==> src/rtl/systolic_seq.sv <==
// systolic_seq: job sequencer for an N x N accumulate-and-shift PE grid.
//
// Reads one operand row/column pair per cycle from banked operand memories,
// applies the diagonal skew, and emits per-lane init pulses. Each init closes
// the running accumulation tile and starts the next one. Drained results
// from the bottom PE of each column go to that column's result memory.
//
// Ports:
//   clk, rst              clock, synchronous active-high reset
//   start                 job request (sampled in IDLE only)
//   k_len, num_tiles      beats per tile, tiles per job (latched on start)
//   busy, done            job in flight / one-cycle completion pulse
//   rd_en, rd_addr        operand memory read strobe and shared address
//   mem_a_data/mem_b_data operand lanes, RD_LAT cycles after rd_en
//   a_out, b_out          skewed operands to the grid row/column inputs
//   init_out              skewed init per lane
//   res_valid, res_data   drain chain outputs from each grid column
//   res_wr_en/addr/data   per-column result memory write port
//
// Optional feature, enabled by defining SYSTOLIC_SEQ_PERF_EN:
//   cycle_cnt   busy-cycle counter, cleared on accepted start
//   stall_flag  sticky; set if results arrive in FEED before beat 2*N
module systolic_seq #(
    parameter int D_W     = 8,
    parameter int D_W_ACC = 16,
    parameter int N       = 4,
    parameter int K_MAX   = 16,
    parameter int T_MAX   = 8,
    parameter int RD_LAT  = 1
) (
    input  logic                                clk,
    input  logic                                rst,
    input  logic                                start,
    input  logic [$clog2(K_MAX+1)-1:0]          k_len,
    input  logic [$clog2(T_MAX+1)-1:0]          num_tiles,
    output logic                                busy,
    output logic                                done,
    output logic                                rd_en,
    output logic [$clog2(K_MAX*T_MAX)-1:0]      rd_addr,
    input  logic [N*D_W-1:0]                    mem_a_data,
    input  logic [N*D_W-1:0]                    mem_b_data,
    output logic [N*D_W-1:0]                    a_out,
    output logic [N*D_W-1:0]                    b_out,
    output logic [N-1:0]                        init_out,
    input  logic [N-1:0]                        res_valid,
    input  logic [N*D_W_ACC-1:0]                res_data,
`ifdef SYSTOLIC_SEQ_PERF_EN
    output logic [31:0]                         cycle_cnt,
    output logic                                stall_flag,
`endif
    output logic [N-1:0]                        res_wr_en,
    output logic [N*$clog2(T_MAX*N)-1:0]        res_wr_addr,
    output logic [N*D_W_ACC-1:0]                res_wr_data
);

    localparam int KW  = $clog2(K_MAX + 1);
    localparam int TW  = $clog2(T_MAX + 1);
    localparam int AW  = $clog2(K_MAX * T_MAX);
    localparam int RAW = $clog2(T_MAX * N);
    localparam int PW  = KW + TW;
    // Per column: N discarded dump beats plus num_tiles*N real results.
    localparam int CW  = $clog2(N * (T_MAX + 1) + 1);

    typedef enum logic [2:0] {S_IDLE, S_FEED, S_FLUSH, S_DRAIN, S_DONE} state_t;

    state_t            r_state;
    state_t            w_state_nx;
    logic [KW-1:0]     r_k;
    logic [AW-1:0]     r_last;
    logic [CW-1:0]     r_target;
    logic [KW-1:0]     r_beat;
    logic [AW-1:0]     r_rd_addr;
    logic              r_rd_en;
    logic              r_busy;
    logic              r_done;
    logic [RD_LAT-1:0] r_pipe_init;
    logic [RD_LAT-1:0] r_pipe_feed;

    logic              w_accept;
    logic              w_zero_job;
    logic [PW-1:0]     w_prod;
    logic [CW-1:0]     w_target;
    logic              w_beat_last;
    logic              w_addr_last;
    logic              w_init_base;
    logic              w_feed;
    logic [N-1:0]      w_col_done;
    logic              w_all_drained;
    logic [N*D_W-1:0]  w_a;
    logic [N*D_W-1:0]  w_b;
    logic              w_init_al;

    assign w_accept      = (r_state == S_IDLE) && start;
    assign w_zero_job    = (k_len == {KW{1'b0}}) || (num_tiles == {TW{1'b0}});
    assign w_prod        = {{TW{1'b0}}, k_len} * {{KW{1'b0}}, num_tiles};
    assign w_target      = CW'(({{(CW-TW){1'b0}}, num_tiles} + CW'(1)) * CW'(N));
    assign w_beat_last   = (r_beat == (r_k - {{(KW-1){1'b0}}, 1'b1}));
    assign w_addr_last   = (r_rd_addr == r_last);
    assign w_feed        = (r_state == S_FEED);
    assign w_init_base   = ((r_state == S_FEED) || (r_state == S_FLUSH)) &&
                           (r_beat == {KW{1'b0}});
    assign w_all_drained = &w_col_done;

    // Operands are forced to zero unless the aligned beat was a real read.
    assign w_a       = r_pipe_feed[RD_LAT-1] ? mem_a_data : {(N*D_W){1'b0}};
    assign w_b       = r_pipe_feed[RD_LAT-1] ? mem_b_data : {(N*D_W){1'b0}};
    assign w_init_al = r_pipe_init[RD_LAT-1];

    assign busy    = r_busy;
    assign done    = r_done;
    assign rd_en   = r_rd_en;
    assign rd_addr = r_rd_addr;

    // Next-state decode for the job FSM.
    always_comb begin
        w_state_nx = r_state;
        case (r_state)
            S_IDLE: begin
                if (start) w_state_nx = w_zero_job ? S_DONE : S_FEED;
                else       w_state_nx = S_IDLE;
            end
            S_FEED: begin
                if (w_addr_last) w_state_nx = S_FLUSH;
                else             w_state_nx = S_FEED;
            end
            S_FLUSH: begin
                if (w_beat_last) w_state_nx = S_DRAIN;
                else             w_state_nx = S_FLUSH;
            end
            S_DRAIN: begin
                if (w_all_drained) w_state_nx = S_DONE;
                else               w_state_nx = S_DRAIN;
            end
            S_DONE:  w_state_nx = S_IDLE;
            default: w_state_nx = S_IDLE;
        endcase
    end

    // State register, job parameters and status outputs decoded from next state.
    always_ff @(posedge clk) begin
        if (rst) begin
            r_state  <= S_IDLE;
            r_k      <= {KW{1'b0}};
            r_last   <= {AW{1'b0}};
            r_target <= {CW{1'b0}};
            r_rd_en  <= 1'b0;
            r_busy   <= 1'b0;
            r_done   <= 1'b0;
        end else begin
            r_state <= w_state_nx;
            r_rd_en <= (w_state_nx == S_FEED);
            r_busy  <= (w_state_nx == S_FEED) || (w_state_nx == S_FLUSH) ||
                       (w_state_nx == S_DRAIN);
            r_done  <= (w_state_nx == S_DONE);
            if (w_accept) begin
                r_k      <= k_len;
                r_last   <= AW'(w_prod - {{(PW-1){1'b0}}, 1'b1});
                r_target <= w_target;
            end
        end
    end

    // Read address and beat-within-tile counters.
    always_ff @(posedge clk) begin
        if (rst) begin
            r_beat    <= {KW{1'b0}};
            r_rd_addr <= {AW{1'b0}};
        end else begin
            case (r_state)
                S_FEED: begin
                    if (w_addr_last) begin
                        r_beat    <= {KW{1'b0}};
                        r_rd_addr <= {AW{1'b0}};
                    end else begin
                        r_rd_addr <= r_rd_addr + {{(AW-1){1'b0}}, 1'b1};
                        r_beat    <= w_beat_last ? {KW{1'b0}}
                                                 : r_beat + {{(KW-1){1'b0}}, 1'b1};
                    end
                end
                S_FLUSH: begin
                    r_beat <= w_beat_last ? {KW{1'b0}}
                                          : r_beat + {{(KW-1){1'b0}}, 1'b1};
                end
                default: begin
                    r_beat    <= {KW{1'b0}};
                    r_rd_addr <= {AW{1'b0}};
                end
            endcase
        end
    end

    // Carries init and the real-read flag alongside the memory read latency.
    always_ff @(posedge clk) begin
        if (rst) begin
            r_pipe_init <= {RD_LAT{1'b0}};
            r_pipe_feed <= {RD_LAT{1'b0}};
        end else begin
            r_pipe_init[0] <= w_init_base;
            r_pipe_feed[0] <= w_feed;
            for (int i = 1; i < RD_LAT; i++) begin
                r_pipe_init[i] <= r_pipe_init[i-1];
                r_pipe_feed[i] <= r_pipe_feed[i-1];
            end
        end
    end

    for (genvar g = 0; g < N; g++) begin : g_lane
        // Stage 0 is the output register; lane g adds g more stages of skew.
        logic [D_W-1:0] r_sk_a [0:g];
        logic [D_W-1:0] r_sk_b [0:g];
        logic           r_sk_i [0:g];

        // Diagonal skew delay line for lane g.
        always_ff @(posedge clk) begin
            if (rst) begin
                for (int j = 0; j <= g; j++) begin
                    r_sk_a[j] <= {D_W{1'b0}};
                    r_sk_b[j] <= {D_W{1'b0}};
                    r_sk_i[j] <= 1'b0;
                end
            end else begin
                r_sk_a[0] <= w_a[g*D_W +: D_W];
                r_sk_b[0] <= w_b[g*D_W +: D_W];
                r_sk_i[0] <= w_init_al;
                for (int j = 1; j <= g; j++) begin
                    r_sk_a[j] <= r_sk_a[j-1];
                    r_sk_b[j] <= r_sk_b[j-1];
                    r_sk_i[j] <= r_sk_i[j-1];
                end
            end
        end

        assign a_out[g*D_W +: D_W] = r_sk_a[g];
        assign b_out[g*D_W +: D_W] = r_sk_b[g];
        assign init_out[g]         = r_sk_i[g];

        logic [CW-1:0]      r_col_cnt;
        logic               r_wr_en;
        logic [RAW-1:0]     r_wr_addr;
        logic [D_W_ACC-1:0] r_wr_data;

        // Column result collection; the first N beats are the dump of the
        // never-initialised accumulators and are dropped.
        always_ff @(posedge clk) begin
            if (rst) begin
                r_col_cnt <= {CW{1'b0}};
                r_wr_en   <= 1'b0;
                r_wr_addr <= {RAW{1'b0}};
                r_wr_data <= {D_W_ACC{1'b0}};
            end else begin
                if (w_accept)          r_col_cnt <= {CW{1'b0}};
                else if (res_valid[g]) r_col_cnt <= r_col_cnt + {{(CW-1){1'b0}}, 1'b1};
                r_wr_en   <= res_valid[g] && (r_col_cnt >= CW'(N));
                r_wr_addr <= RAW'(r_col_cnt - CW'(N));
                if (res_valid[g]) r_wr_data <= res_data[g*D_W_ACC +: D_W_ACC];
            end
        end

        assign w_col_done[g]                      = (r_col_cnt == r_target);
        assign res_wr_en[g]                       = r_wr_en;
        assign res_wr_addr[g*RAW +: RAW]          = r_wr_addr;
        assign res_wr_data[g*D_W_ACC +: D_W_ACC]  = r_wr_data;
    end

`ifdef SYSTOLIC_SEQ_PERF_EN
    logic [31:0] r_cycle_cnt;
    logic        r_stall;

    // Busy-cycle counter and early-result stall detector.
    always_ff @(posedge clk) begin
        if (rst) begin
            r_cycle_cnt <= 32'd0;
            r_stall     <= 1'b0;
        end else if (w_accept) begin
            r_cycle_cnt <= 32'd0;
            r_stall     <= 1'b0;
        end else begin
            if (r_busy) r_cycle_cnt <= r_cycle_cnt + 32'd1;
            if (w_feed && (|res_valid) && (r_rd_addr < AW'(2 * N))) r_stall <= 1'b1;
        end
    end

    assign cycle_cnt  = r_cycle_cnt;
    assign stall_flag = r_stall;
`endif

endmodule

==> config.mk <==
export PLATFORM = sky130hd
export DESIGN_NAME = systolic_seq
export DESIGN_NICKNAME = d
export VERILOG_FILES = /design/src/rtl/systolic_seq.sv
export SDC_FILE = /design/constraint.sdc
export NUM_CORES = 1
export LEC_CHECK = 0
export CAP_MARGIN = 40
export CORE_UTILIZATION = 37
export CTS_CLUSTER_SIZE = 28
export DETAILED_ROUTE_END_ITERATION = 16
export GPL_ROUTABILITY_DRIVEN = 1
export PLACE_DENSITY = 0.64
export SYNTH_ARGS = -nofsm -noshare
export SYNTH_HDL_FRONTEND = slang
export SYNTH_SLANG_ARGS = --single-unit
==> constraint.sdc <==
create_clock -name clk -period 3.4 [get_ports clk]
set_input_delay 0.68 -clock clk [delete_from_list [all_inputs] [get_ports clk]]
set_output_delay 0.68 -clock clk [all_outputs]
set_load 0.05 [all_outputs]
Yosys cells after proc, flatten, opt, wreduce, memory -nomap -nowiden
Memories as Yosys holds them, arrays and structs flattened.
Cells that the tools add are included.
{"block": "totals", "ff_bits": 148, "mem_bits_rw": 170, "input_bits": 144, "output_inout_bits": 166, "memories": 12}
{"block": "op_classes", "addsub": 13, "n_mul": 1, "magnitude_cmp": 4, "eq_ne": 13, "n_mux": 49, "bitwise_logic": 27, "reduce_logical": 19}
{"name": "g_lane[3].r_sk_a", "words": 4, "width": 8, "read_ports": 4, "rd_ports_with_merged_regs": 0, "wr": 4, "line": "209", "source": "logic [D_W-1:0] r_sk_a [0:g];"}
{"name": "g_lane[3].r_sk_b", "words": 4, "width": 8, "read_ports": 4, "rd_ports_with_merged_regs": 0, "wr": 4, "line": "210", "source": "logic [D_W-1:0] r_sk_b [0:g];"}
{"name": "g_lane[2].r_sk_a", "words": 3, "width": 8, "read_ports": 3, "rd_ports_with_merged_regs": 0, "wr": 3, "line": "209"}
{"name": "g_lane[2].r_sk_b", "words": 3, "width": 8, "read_ports": 3, "rd_ports_with_merged_regs": 0, "wr": 3, "line": "210"}
{"name": "g_lane[1].r_sk_a", "words": 2, "width": 8, "read_ports": 2, "rd_ports_with_merged_regs": 0, "wr": 2, "line": "209"}
{"name": "g_lane[1].r_sk_b", "words": 2, "width": 8, "read_ports": 2, "rd_ports_with_merged_regs": 0, "wr": 2, "line": "210"}
{"name": "+6 memories"}
{"cell": "$mux W8", "n": 20}
{"cell": "$mux W32", "n": 2}
{"cell": "$or A1 B1 Y1", "n": 27}
{"cell": "$add A6 B1 Y6 const B", "n": 4}
{"cell": "$eq A6 B6 Y1", "n": 4}
{"cell": "$ge A6 B3 Y1 const B", "n": 4}
{"cell": "$sub A5 B3 Y5 const B", "n": 4}
{"cell": "$mux W1", "n": 17}
{"cell": "$reduce_or A8 Y1", "n": 2}
{"cell": "$pmux W7 S2", "n": 1}
{"cell": "$eq A3 B2 Y1 const B", "n": 4}
{"cell": "$pmux W3 S4", "n": 1}
{"cell": "$logic_not A5 Y1", "n": 2}
{"cell": "$mux W5", "n": 2}
{"cell": "$pmux W5 S2", "n": 1}
{"cell": "$mux W3", "n": 3}
{"cell": "$add A7 B1 Y7 const B", "n": 1}
{"cell": "$eq A7 B7 Y1", "n": 1}
{"cell": "$mul A5 B4 Y7", "n": 1}
{"cell": "$mux W7", "n": 1}
{"cell": "$sub A7 B1 Y7 const B", "n": 1}
{"cell": "$eq A3 B1 Y1 const B", "n": 2}
{"cell": "$logic_and A1 B1 Y1", "n": 6}
{"cell": "$add A5 B1 Y5 const B", "n": 1}
{"cell": "other kinds (11)", "n": 14}

Depth between registers and ports, before layout
Gate-level depths: netlist of run 1.
{"block": "logic_depth", "word_depth": 8, "ltp_mapped": 14, "depth_no_buf": 13}

Least setup slack after synthesis of run 1
OpenSTA, ideal clock, no wires.
{"block": "synth_path", "path_kind": "input to register", "startpoint": "input port num_tiles[2]", "endpoint": "register r_last[6]", "setup_time_ns": 0.087, "t_arrival_ns": 3.327, "slack_ns": -0.014, "stages": 12, "path_buffers": 1, "cell_sequence": "clkbuf_1 > nand2_1 > ha_1 > fa_1 > fa_1 > inv_1 > ha_1 > o21ai_1 > o21bai_1 > a21oi_1 > xnor2_1 > o31ai_1"}
{"block": "synth_via", "elab_chain_len": 2}
{"element": "start: declaration", "line": "35", "source": "input logic [$clog2(T_MAX+1)-1:0] num_tiles,"}
{"element": "$mul A5 B4 Y7", "line": "95", "source": "assign w_prod = {{TW{1'b0}}, k_len} * {{KW{1'b0}}, num_tiles};"}
{"element": "$sub A7 B1 Y7", "line": "157", "source": "r_last <= AW'(w_prod - {{(PW-1){1'b0}}, 1'b1});"}
{"element": "end signal: assignment", "line": "144", "source": "r_last <= {AW{1'b0}};"}
{"element": "end signal: assignment", "line": "157"}
{"element": "end: declaration", "line": "69", "source": "logic [AW-1:0] r_last;"}
Every way passes these cells.
A chain may end at the register's enable or synchronous reset.

Worst setup path after layout of run 1
{"block": "layout_path", "startpoint": "input port num_tiles[3]", "endpoint": "register r_last[6]"}
Same word-level chain as after synthesis.

==> metrics, run 1 <==
TritonCTS buffer count 35; initial antenna violation count 1; sequential-to-total area share from yosys stat 56.6%; TNS Setup 0 ns; Core Area 0.0290 mm^2; CTS tree built; EDFF count, synth 0; Antenna Nets Post-Route 0; Synth Register Bits 312; post-synth top area share 56.6%; # nets final 1528; dpl hpwl 16600 um; number of remaining DRC errors 0; Rows 62; Hold WS 0.424 ns; Worst slew margin 51.1%; worst vdd ir 0.306 mV; Worst EP required 3.80 ns; CP arrival 3.66 ns; asr flop ratio synth 0%; grt ovf 0; Post-Syn Nets 1248; classification of the worst-slack hold path flop to flop; final setup vio count 0; Lkg Pwr 0.00633 uW; Fin. Hold Viols 0; CP Launch Type input port; CP endpoint kind flop; Mapped Cells 1060; Worst Path Max Fanout 4; worst-margin pin slew 0.731 ns; CTS clk-pin slew, worst paths 0.06 ns; H-tree Lvls 2; via count 7607; ys flop type dfxtp_1; Iter 0 DRT Violations 274; CTS Hold Bufs 0; clk buf depth 3; Tmin final 3.26 ns; R2R Setup Slk 1.57 ns; Yosys cell types 47; largest net degree at the start of global routing 113; cell taking the most area after synthesis dfxtp_1; Port-buffer cells 309; max cap viols 0; area grow syn2layout 40.5%; Die H 175 um; gr usage total 15.3%; reg2reg path depth 7; die area 0.0305 mm^2; status finished, final reports clean; clock latency on the worst-skew pair 0.50 ns; Filler cells 2569; RD Place Congestion 0.778; root buffer cell clkbuf_16; fmax 307 MHz; top cells by area, synth dfxtp_1, mux2i_1, nor2b_1, nor2_1, ha_1; drt first pass iters 4; most frequent cell after synthesis dfxtp_1; critical path class input port to flop; Starting Density 38.0%; I/O pin count 310; PwrDens 578 mW/mm^2; share of cells above drive strength 1 6.08%; top cells by instance count after synthesis dfxtp_1, nor2_1, nor2b_1; Setup Skew 0.0136 ns; mean post-synth cell area 10.4 um^2; TritonCTS Sinks 312; Hold Path Depth 1; vias in the first global route 7403; WL final 23700 um; fin crit share 95.9%; Mapped Area 0.0110 mm^2; WL/cell 13.5 um; DIE WIDTH 175 um; synth warn 0; first-pass GRT wire length 37700 um; vias per cell 4.35; Slew Viols, Final 0
## flip-flops by register name, summed over array words and instances (netlist names), 5 cells and up
signal and count:
g_lane.r_sk_a 80, g_lane.r_sk_b 80, r_beat 5, g_lane.r_wr_addr 20, r_k 5, g_lane.r_wr_data 64, g_lane.r_col_cnt 24, r_last 7
rd_addr 7
## layer usage
metal	track usage (%)	routed length, um	vias up
li1	-	-	3898
met4	5.33	532	0
met5	0	0	-
met1	18.5	10400	3474
met2	26.2	11300	194
met3	3.94	1460	41
## stage by stage
stage               std cells  total power, uW  utilization (%)  setup WS, ns  area [um^2]
floorplan                1060             4810                -        0.0812        11000
global placement         1687             5280             49.4        -0.393        14300
detailed placement       1687             5310             49.4        -0.441        14300
CTS                      1749             9080             53.4        0.0699        15500
global route             1750             9370             53.4       -0.0122        15500
finish                   1750             8950             53.4         0.140        15500
## worst paths after layout
path,from,end
hold / removal,g_lane[2].r_sk_b[0][3],g_lane[2].r_sk_b[0][11]
setup reg to reg,r_k[0],r_beat[2]
setup / recovery,num_tiles[3],r_last[6]
hold reg to reg,g_lane[2].r_sk_b[0][3],g_lane[2].r_sk_b[0][11]
## worst max-delay path, stage by stage
cell	delay [ns]
clkdlybuf4s50_1	0.50
nand2_1	0.07
ha_1	0.32
fa_1	0.48
fa_1	0.54
inv_1	0.04
ha_1	0.34
o21ai_2	0.16
o21bai_1	0.09
a21oi_1	0.18
xnor2_1	0.09
o31ai_1	0.17
## what timing repair did
action | in CTS | in global routing
endpoints found under the setup margin | 0 | 1
resized for setup | 0 | 2
buffers inserted | 0 | 0
## layout make-up
class | count | area [um^2] | share of cell area [%]
timing repair buffer | 330 | 3260 | 21.1
inverter | 39 | 146 | 0.945
clock buffer | 52 | 1060 | 6.86
sequential | 312 | 6250 | 40.3
tap | 384 | 480 | 3.10
multi-input combinational | 622 | 4190 | 27.0
antenna | 1 | 2.50 | 0.0161
clock inverter | 10 | 103 | 0.662
## layout by cell type, fill, tap and decap left out, types with 7 or more instances in the layout
cell	synthesis	layout
a211oi_1	9	8
a21oi_1	18	18
and2_1	69	69
buf_4	37	20
clkbuf_1	39	7
clkbuf_16	0	37
clkbuf_8	0	8
clkdlybuf4s50_1	0	308
clkinv_2	0	7
dfxtp_1	312	312
fa_1	7	7
ha_1	37	37
inv_1	38	38
mux2i_1	71	71
nand2_1	50	50
nand3_1	11	11
nand4_1	9	9
nor2_1	140	140
nor2b_1	101	100
xnor2_1	33	33
xor2_1	20	20
## where the power goes
group	internal [uW]	leakage (uW)	total (uW)	switching, uW
logic	567	0.00322	1290	722
registers	3830	0.00254	3930	100
clock network	2310	0.000578	3730	1420
## kinds of logic after synthesis
| kind of cell | Yosys count | synth area share, % |
|---|---|---|
| buffers and inverters | 126 | 5.59 |
| AOI/OAI and AO/OA | 51 | 3.10 |
| xor gates and xnor gates | 53 | 4.21 |
| and+or+nand+nor | 403 | 18.6 |
| adders and majority gates | 44 | 5.47 |
| DFF | 312 | 56.6 |
| muxes | 71 | 6.44 |
Note: power is estimated with default switching activity, not from simulation.
==> run 2: changes to the inputs <==
- CORE_UTILIZATION: 37 -> 43
- PLACE_DENSITY: 0.64 -> 0.73
- SKIP_LAST_GASP: not set -> 1
==> run 2 against run 1 <==
  * Die area is 14% lower
  * Sequential share of layout area grew 0.22 points
  * First-iteration DRC count rose by 26%
  * Clock skew is essentially flat
  * Combinational power is essentially flat
  * Maximum frequency shrank 1.3%
  * Clock power down 3%
  * Register-to-register slack about the same
  * Via count grew 1.1%
==> metrics, run 2 (synthesis results as in run 1) <==
gr usage total 17.3% (was 15.3%); WL final 23100 um (was 23700 um); CP arrival 3.71 ns (was 3.66 ns); Worst Path Max Fanout 3 (was 4); Slew Viols, Final 0 (unchanged); area grow syn2layout 39.7% (was 40.5%); R2R Setup Slk 1.57 ns (about the same); # nets final 1529 (was 1528); critical path class input port to flop (unchanged); Die H 162 um (was 175 um); share of cells above drive strength 1 6.09% (was 6.08%); Gate power share 14.7% (was 14.4%); Worst EP required 3.81 ns (was 3.80 ns); PwrDens 575 mW/mm^2 (was 578 mW/mm^2); Tmin final 3.30 ns (was 3.26 ns); Int Pwr 6630 uW (was 6710 uW); registers with the most flip-flops g_lane.r_sk_a x80, g_lane.r_sk_b x80, g_lane.r_wr_data x64 (unchanged); RD Place Congestion 0.798 (was 0.778); Setup WS post-layout 0.0984 ns (was 0.140 ns); TritonCTS Sinks 312 (unchanged); clock power share 41.0% (was 41.7%); Antenna Nets Post-Route 0 (unchanged); design area 0.0154 mm^2 (was 0.0155 mm^2); I/O pin count 310 (unchanged); Sw Ratio 25.1% (about the same); worst vdd ir 0.404 mV (was 0.306 mV); dpl hpwl 16300 um (was 16600 um); die area 0.0263 mm^2 (was 0.0305 mm^2); Worst slew margin 49.5% (was 51.1%); postcts setup bufs 0 (unchanged); Lkg Pwr 0.00635 uW (was 0.00633 uW); worst-margin pin slew 0.758 ns (was 0.731 ns); Placement Setup Slack -0.476 ns (was -0.441 ns); CP endpoint kind flop (unchanged); initial antenna violation count 0 (was 1); reg2reg path depth 7 (unchanged); H-tree Lvls 2 (unchanged); hold path endpoint g_lane[3].r_sk_a[3][5] (was g_lane[2].r_sk_b[0][11]); Filler cells 2116 (was 2569); vias per cell 4.54 (was 4.35); Placed Cells 1635 (was 1687); Final Power 8860 uW (was 8950 uW); Starting Density 43.8% (was 38.0%); clk buf depth 3 (unchanged); fin crit share 97.1% (was 95.9%); RSZ-0062 raised after global routing true; Switch Pwr 2220 uW (was 2240 uW); commonest non-fill, non-tap cell in the layout dfxtp_1 (unchanged); final setup vio count 0 (unchanged); Core Area 0.0252 mm^2 (was 0.0290 mm^2); Fin. Hold Viols 0 (unchanged); drt first pass iters 4 (unchanged); CTS clk-pin slew, worst paths 0.06 ns (about the same); r2r endpoint r_state[0] (was r_beat[2]); Rows 58 (was 62); Hold Path Depth 1 (unchanged); commonest cells after routing, fill and taps aside dfxtp_1, clkdlybuf4s50_1, nor2_1, nor2b_1, mux2i_1 (unchanged); via count 7692 (was 7607); root buffer cell clkbuf_16 (unchanged); placed inst area 0.0143 mm^2 (about the same); Sequential cell area 0.00625 mm^2 (unchanged); max cap viols 0 (unchanged); fmax 303 MHz (was 307 MHz); first-pass GRT wire length 36600 um (was 37700 um); reg2reg start r_k[0] (unchanged); CTS Hold Bufs 0 (unchanged); Iter 0 DRT Violations 345 (was 274); classification of the worst-slack hold path flop to flop (unchanged); vias in the first global route 7536 (was 7403); Port-buffer cells 309 (unchanged); number of remaining DRC errors 0 (unchanged); multi-input gate area in the final layout 0.00419 mm^2 (about the same); register share of total power 44.4% (was 43.9%); WL/cell 13.6 um (was 13.5 um); clock latency on the worst-skew pair 0.50 ns (about the same); Diodes inserted 0 (was 1); largest net degree at the start of global routing 81 (was 113); CP Launch Type input port (unchanged); TritonCTS buffer count 34 (was 35); DIE WIDTH 162 um (was 175 um); Setup Skew 0.0134 ns (was 0.0136 ns); CTS tree built (unchanged); grt ovf 0 (unchanged); status finished, final reports clean (unchanged); startpoint of the worst hold path g_lane[3].r_sk_a[2][5] (was g_lane[2].r_sk_b[0][3]); final cell count without fillers 1694 (was 1750)
-- run 2: changes by cell type in the layout (fill, tap and decap cells not counted), moves of 2 or more --
cell,before,now
clkbuf_16,37,35
clkdlybuf4s50_1,308,305
a21oi_2,0,2
a21oi_1,18,16
clkinv_2,7,5
dlymetal6s2s_1,0,3
buf_4,20,22
-- run 2: timing repair --
item,in CTS,in global routing
endpoints found under the hold margin,0,0
endpoints found under the setup margin,0,2
resized for setup,0,5
-- run 2: layout make-up --
cell class,instances,area share [%]
clock buffers,50,6.63
clock inverters,9,0.658
inverters,39,0.950
multi-input cells,622,27.2
flip-flops and latches,312,40.5
well taps,330,2.68
repair buffers,332,21.4
-- run 2: per-stage QoR --
stage / util [%] / hold slack [ns] / setup TNS, ns
after floorplan: - / 0.414 / 0
after global placement: 56.6 / 0.416 / -1.25
after detailed placement: 56.7 / 0.420 / -1.39
after CTS: 61.1 / 0.433 / 0
after global routing: 61.2 / 0.446 / -0.0126
final: 61.2 / 0.431 / 0
-- run 2: how the worst max path moves through the flow --
stage | start | end | slack [ns] | cells past startpoint
after detailed placement | num_tiles[3] | r_last[6] | -0.48 | 14
after floorplan | num_tiles[2] | r_last[6] | 0.08 | 12
after global routing | k_len[0] | r_last[5] | -0.01 | 12
after CTS | num_tiles[3] | r_last[6] | 0.05 | 12
after global placement | num_tiles[3] | r_last[6] | -0.43 | 12
final | k_len[2] | r_last[6] | 0.1 | 14
-- run 2: power groups by stage --
stage               combinational (uW)  sequential [uW]  clock, uW
finish                            1300             3930       3630
global route                      1410             3950       3890
CTS                               1300             3930       3740
detailed placement                1300             4010          0
global placement                  1270             4000          0
floorplan                          563             4250          0
-- run 2: layer usage --
layer	wire length [um]	share of wire (%)	up-vias	GRT usage, %
li1	-	-	3901	-
met1	10200	44	3524	20.9
met2	11000	48	221	29.3
met3	1310	5.7	46	4.14
met4	622	2.7	0	6.95
met5	0	0	-	0
-- run 2: critical path: stages --
cell	delay (ns)
clkdlybuf4s50_1	0.47
nand2_1	0.06
ha_1	0.27
inv_1	0.05
fa_1	0.55
inv_1	0.06
fa_1	0.54
inv_1	0.05
ha_1	0.32
o21ai_1	0.10
o21bai_1	0.19
a21oi_2	0.08
xnor2_1	0.12
o31ai_1	0.17
==> run 3: changes to the inputs <==
- SKIP_LAST_GASP: 1 -> not set
==> results of run 3 <==
The final DEF is identical to that of run 2; final timing and power are the same.
